$ cat config.mk
export PLATFORM = sky130hd
export DESIGN_NAME = credit_hit_scorer
export DESIGN_NICKNAME = d
export VERILOG_FILES = /design/src/rtl/credit_hit_scorer.sv
export SDC_FILE = /design/constraint.sdc
export NUM_CORES = 1
export LEC_CHECK = 0
export CORE_MARGIN = 5
export CORE_UTILIZATION = 55
export CTS_CLUSTER_DIAMETER = 40
export DETAILED_ROUTE_END_ITERATION = 8
export GPL_ROUTABILITY_DRIVEN = 0
export PLACE_DENSITY = 0.78
export SLEW_MARGIN = 20
export SYNTH_ARGS = -nofsm -noshare
export SYNTH_HDL_FRONTEND = slang
export SYNTH_SLANG_ARGS = --single-unit
$ cat constraint.sdc
create_clock -name clk -period 4.8 [get_ports clk]
set_clock_uncertainty 0.15 [all_clocks]
set_input_delay 0.96 -clock clk [delete_from_list [all_inputs] [get_ports clk]]
set_output_delay 0.96 -clock clk [all_outputs]
set_load 0.05 [all_outputs]
$ cat src/rtl/credit_hit_scorer.sv
// rtl/credit_hit_scorer.sv - turns ball/credit collision pixels into at most one BCD-scored hit per frame
module credit_hit_scorer #(
    parameter int SCORE_DIGITS    = 4,
    parameter int COOLDOWN_FRAMES = 8,
    parameter int MAX_INDEX       = 15
) (
    input  logic        clk,
    input  logic        resetN,
    input  logic        startOfFrame,
    input  logic        gameRestart,
    input  logic        collisionBallCredit,
    input  logic [3:0]  creditIndex,
    input  logic [3:0]  creditValue,
    output logic [15:0] score,
    output logic        hitPulse,
    output logic [3:0]  hitIndex
);

    localparam int CW = $clog2(COOLDOWN_FRAMES + 1);

    typedef enum logic [1:0] {S_IDLE, S_ADD, S_DONE} state_t;

    state_t         state_q, state_d;
    logic [15:0]    score_q, score_d;
    logic [CW-1:0]  cool_q, cool_d;
    logic           latch_valid_q, latch_valid_d;
    logic [3:0]     latch_idx_q, latch_idx_d;
    logic [3:0]     latch_val_q, latch_val_d;
    logic [3:0]     addend_q, addend_d;
    logic [3:0]     commit_idx_q, commit_idx_d;
    logic [3:0]     hit_index_q, hit_index_d;
    logic [1:0]     ptr_q, ptr_d;
    logic           carry_q, carry_d;

    logic           start_add;
    logic           last_digit;
    logic           idx_ok;
    logic [3:0]     digit_cur;
    logic [4:0]     digit_sum;
    logic [4:0]     digit_fix;

    assign start_add  = startOfFrame && latch_valid_q && (cool_q == '0) && (state_q == S_IDLE);
    assign last_digit = (ptr_q == 2'(SCORE_DIGITS - 1));
    assign idx_ok     = ({1'b0, creditIndex} <= 5'(MAX_INDEX));
    assign digit_cur  = score_q[{ptr_q, 2'b00} +: 4];
    assign digit_sum  = {1'b0, digit_cur} + ((ptr_q == 2'd0) ? {1'b0, addend_q} : 5'd0) + {4'd0, carry_q};
    assign digit_fix  = (digit_sum > 5'd9) ? (digit_sum - 5'd10) : digit_sum;

    always_ff @(posedge clk or negedge resetN) begin
        if (!resetN) state_q <= S_IDLE;
        else         state_q <= state_d;
    end

    always_comb begin
        state_d = state_q;
        unique case (state_q)
            S_IDLE:  if (start_add) state_d = S_ADD;
            S_ADD:   if (last_digit) state_d = S_DONE;
            S_DONE:  state_d = S_IDLE;
            default: state_d = S_IDLE;
        endcase
        if (gameRestart) state_d = S_IDLE;
    end

    always_comb begin
        hitPulse = (state_q == S_DONE);
    end

    always_comb begin
        score_d       = score_q;
        cool_d        = cool_q;
        latch_valid_d = latch_valid_q;
        latch_idx_d   = latch_idx_q;
        latch_val_d   = latch_val_q;
        addend_d      = addend_q;
        commit_idx_d  = commit_idx_q;
        hit_index_d   = hit_index_q;
        ptr_d         = ptr_q;
        carry_d       = carry_q;

        if (state_q == S_ADD) begin
            // A carry out of the top digit means the score overflowed; pin it at the maximum.
            if (last_digit && digit_sum > 5'd9) begin
                score_d = 16'h9999;
            end else begin
                score_d[{ptr_q, 2'b00} +: 4] = digit_fix[3:0];
            end
            carry_d = (digit_sum > 5'd9);
            ptr_d   = ptr_q + 2'd1;
            if (last_digit) hit_index_d = commit_idx_q;
        end

        if (startOfFrame) begin
            if (start_add) begin
                addend_d     = latch_val_q;
                commit_idx_d = latch_idx_q;
                ptr_d        = 2'd0;
                carry_d      = 1'b0;
                cool_d       = CW'(COOLDOWN_FRAMES);
            end else if (cool_q != '0) begin
                cool_d = cool_q - 1'b1;
            end
            latch_valid_d = 1'b0;
        end

        // The boundary clear above runs first so a collision on the startOfFrame pixel opens the new frame.
        if (collisionBallCredit && idx_ok && (!latch_valid_q || startOfFrame)) begin
            latch_valid_d = 1'b1;
            latch_idx_d   = creditIndex;
            latch_val_d   = (creditValue > 4'd9) ? 4'd9 : creditValue;
        end

        if (gameRestart) begin
            score_d       = '0;
            cool_d        = '0;
            latch_valid_d = 1'b0;
        end
    end

    always_ff @(posedge clk or negedge resetN) begin
        if (!resetN) begin
            score_q       <= '0;
            cool_q        <= '0;
            latch_valid_q <= 1'b0;
            latch_idx_q   <= '0;
            latch_val_q   <= '0;
            addend_q      <= '0;
            commit_idx_q  <= '0;
            hit_index_q   <= '0;
            ptr_q         <= '0;
            carry_q       <= 1'b0;
        end else begin
            score_q       <= score_d;
            cool_q        <= cool_d;
            latch_valid_q <= latch_valid_d;
            latch_idx_q   <= latch_idx_d;
            latch_val_q   <= latch_val_d;
            addend_q      <= addend_d;
            commit_idx_q  <= commit_idx_d;
            hit_index_q   <= hit_index_d;
            ptr_q         <= ptr_d;
            carry_q       <= carry_d;
        end
    end

    assign score    = score_q;
    assign hitIndex = hit_index_q;

endmodule

==> flow_summary_export.csv <==
group,metric,value,unit
status,outcome,"completed",
route,ant_nets,0,
synth,synth.yosys.warnings,0,
sta,final_hold_viol_count,0,
critical_path,worstSetupEndpoint,"score[2]",
cts,post_cts_resize_count,0,
cts,clock-sinks,46,
synth,ys_seq_area_share,42.07,%
route,routedWlPerCell,15.53,um
critical_path,setup.worst_path.start_class,"register",
place,dpl.hpwl,4392,um
route,post_drt_via_cell_ratio,5.669,
synth,netlist_top_cells_area,"dfrtp_1 42%, nand2_1 7.8%, ha_1 4.6%, nor2_1 4.4%, mux4_2 3.3%",
critical_path,depth_of_the_worst_register_to_register_path,10,
synth,synth_cell_types,51,
route,drc,0,
synth,mappedNetlistNets,311,
power_and_ir_drop,p_leak,1.379,nW
cts,clk_latency,0.30,ns
global_route,grt.total_usage,20.55,%
global_route,initial_antenna_violation_count,0,
synth,synth_edf_count,0,
cts,cts_max_level,2,
final_layout,drive_gt1_share,10.73,%
critical_path,arrival,3.76,ns
global_route,global_route_wire_length_before_repair,10410,um
sta,finalHoldWorstSlack,0.3235,ns
hold_path,worst_hold_path_type,"reg2reg",
final_layout,stdcell_area,3169,um2
floorplan,design.portCount,34,
critical_path,crit_end_element,"register",
critical_path,r2r-start,"ptr_q[0]",
critical_path,timing.rr.end,"score[2]",
global_route,global_route.overflow_total,0,
floorplan,floorplan.die_area,6486,um2
cts,post-cts-setup-buffers,0,
route,detail_route.wirelength,5965,um
sta,final_period_minus_worst_setup_slack,3.718,ns
place,count_of_buffers_from_port_buffering,33,
sta,setup_viol_count_final,0,
synth,post-synth-top-area-cell,"dfrtp_1",
synth,ys_seq_elements,46,
route,via_count,2177,
critical_path,setup.worst_path.start,"ptr_q[0]",
route,drt_first_pass_iters,4,
cts,root_buffer,"clkbuf_8",
sta,period_share,77.45,%
critical_path,cp.required,4.84,ns
cts,cts-buffers-inserted,5,
final_layout,syn_to_final_growth,15.82,%
global_route,grt_start_max_net_pins,47,
synth,synth_cells,286,
power_and_ir_drop,vdd.ir_drop.worst,0.3087,mV
critical_path,worstPathCellList,"mux4_2 -> inv_1 -> fa_1 -> inv_1 -> fa_1 -> xor2_2 -> o211ai_2 -> o31ai_4 -> a221oi_1 -> a2bb2o_2",
synth,ys.flop_type,"dfrtp_1",
sta,finalSetupTns,0,ns
sta,fmaxAchievable,0.2690,GHz
sta,rsz_0062_raised_after_global_routing,"false",
floorplan,placementRows,25,
critical_path,critical_path.max_fanout,10,
synth,synthesis.area_per_instance,9.568,um2
critical_path,regToRegSetupSlack,1.08,ns
global_route,grt_pass1_vias,2182,
final_layout,layout.filler_cells,397,
cts,tritoncts,"yes",
power_and_ir_drop,p_per_area,443.2,nW/um2
sta,tightest_slew,0.7849,ns
critical_path,cp_slowest_stage_delay,0.61,ns
synth,netlist_area,2736,um2
synth,postSynth.asyncResetShare,100.0,%
run,maxCapViolCount,0,
sta,timing_max_transition_violations_final,0,
synth,yosysTopAreaCellShare,42.07,%
floorplan,die-height,80.54,um
floorplan,start_util,57.18,%
critical_path,worst_path_max_delay_cell,"dfrtp_1",
route,drt_first_iter_violations,182,
place,post_dp_cell_area,3072,um2
cts,clk_pin_slew_worst_paths,0.09,ns
final_layout,antennaDiodeCount,0,
sta,slew_headroom,47.51,%
critical_path,critPathKind,"reg2reg",
cts,clock_path_buffers,2,
floorplan,die-width,80.54,um
cts,post_cts_hold_buffer_count,0,
floorplan,placeableCoreArea,4786,um2
final_layout,post_layout_nets,341,
## sequential cells by signal (all words and copies together), names as in the netlist
name	flops
addend_q	4
carry_q	1
commit_idx_q	4
cool_q	4
hitIndex	4
latch_idx_q	4
latch_val_q	4
latch_valid_q	1
ptr_q	2
score	16
state_q	2
## Yosys cell counts, types with 2 or more instances
master,instances
a21oi_1,12
a221oi_1,4
a221oi_2,2
a22o_1,3
a311oi_1,3
a32o_1,2
and2_1,4
buf_2,2
buf_6,6
clkbuf_1,5
dfrtp_1,46
fa_1,2
ha_1,10
inv_1,13
mux2_2,6
mux2i_1,4
mux4_2,4
nand2_1,57
nand2b_1,6
nand3_1,4
nor2_1,32
nor2b_1,6
nor3_1,9
nor4_1,2
o21ai_0,9
o2bb2ai_1,3
o31ai_1,2
or3_1,4
xor2_1,2
## power by group
group / switching [mW] / internal [mW] / total, mW
combinational: 0.386 / 0.241 / 0.627
sequential: 0.0658 / 0.463 / 0.529
clock: 0.133 / 0.116 / 0.249
## per-stage QoR
stage / power, mW / worst slack [ns] / std cells / utilization (%)
CTS: 1.405 / 1.090 / 384 / 66.17
detailed placement: 1.154 / 1.126 / 376 / 64.18
floorplan: 1.015 / 1.420 / 286 / -
global route: 1.504 / 0.8916 / 384 / 66.22
global placement: 1.136 / 1.225 / 376 / 64.18
finish: 1.405 / 1.082 / 384 / 66.22
## cells in the final DEF (no fill, tap or decap), types with 2 or more instances in the layout
| cell | Yosys | layout |
|---|---|---|
| o31ai_1 | 2 | 2 |
| nor3_1 | 9 | 9 |
| mux2i_1 | 4 | 4 |
| xor2_1 | 2 | 2 |
| ha_1 | 10 | 10 |
| mux4_2 | 4 | 4 |
| a22o_1 | 3 | 3 |
| fa_1 | 2 | 2 |
| nand2_1 | 57 | 57 |
| nor4_1 | 2 | 2 |
| nand3_1 | 4 | 4 |
| and2_1 | 4 | 4 |
| o2bb2ai_1 | 3 | 3 |
| or3_1 | 4 | 4 |
| a311oi_1 | 3 | 3 |
| dfrtp_1 | 46 | 46 |
| a32o_1 | 2 | 2 |
| a21oi_1 | 12 | 12 |
| a221oi_1 | 4 | 4 |
| nand2b_1 | 6 | 6 |
| inv_1 | 13 | 13 |
| clkbuf_8 | 0 | 6 |
| o21ai_0 | 9 | 9 |
| clkdlybuf4s50_1 | 0 | 32 |
| a221oi_2 | 2 | 2 |
| mux2_2 | 6 | 6 |
| buf_4 | 0 | 4 |
| nor2b_1 | 6 | 6 |
| nor2_1 | 32 | 32 |
## worst min-delay path by stage
stage                           end  slack [ns]           start  cells after the start
finish                  addend_q[3]        0.32  latch_val_q[3]                      2
global placement    commit_idx_q[3]        0.29  latch_idx_q[3]                      2
detailed placement  commit_idx_q[1]        0.30  latch_idx_q[1]                      2
CTS                 commit_idx_q[1]        0.32  latch_idx_q[1]                      2
floorplan               addend_q[3]        0.28  latch_val_q[3]                      2
global route            addend_q[0]        0.35     addend_q[0]                      2
## cells by family after synthesis
| logic type | share of synthesized area, % |
|---|---|
| buf+inv | 5.304 |
| mux | 7.225 |
| xor+xnor | 1.555 |
| fa+ha+maj | 6.036 |
| compound gates | 15.96 |
| simple gates | 21.86 |
| flops | 42.07 |
## final cells by class
class | count | area [um2] | share of cell area (%)
Clock buffer | 6 | 82.58 | 2.606
Clock inverter | 2 | 12.51 | 0.3948
Inverter | 13 | 48.80 | 1.540
Multi-Input combinational cell | 214 | 1440 | 45.44
Sequential cell | 46 | 1151 | 36.32
Tap cell | 67 | 83.83 | 2.645
Timing Repair Buffer | 36 | 350.3 | 11.05
## routing by layer
layer / routed length (um) / up-vias / track usage, % / share of wire, %
li1: - / 1060 / - / -
met1: 2612 / 1033 / 27.35 / 44
met2: 2876 / 73 / 33.86 / 48
met3: 370 / 11 / 4.148 / 6.2
met4: 106 / 0 / 5.912 / 1.8
met5: 0 / - / 0 / 0
## critical path: cells and delay by family, from the launching register on
family | cells | cell delay [ns]
xor gates and xnor gates | 1 | 0.30
AOI/OAI and AO/OA | 4 | 1.16
adders and majority gates | 2 | 0.69
DFF | 1 | 0.61
muxes | 1 | 0.55
buffers and inverters | 2 | 0.14
Note: power is estimated with default switching activity, not from simulation.
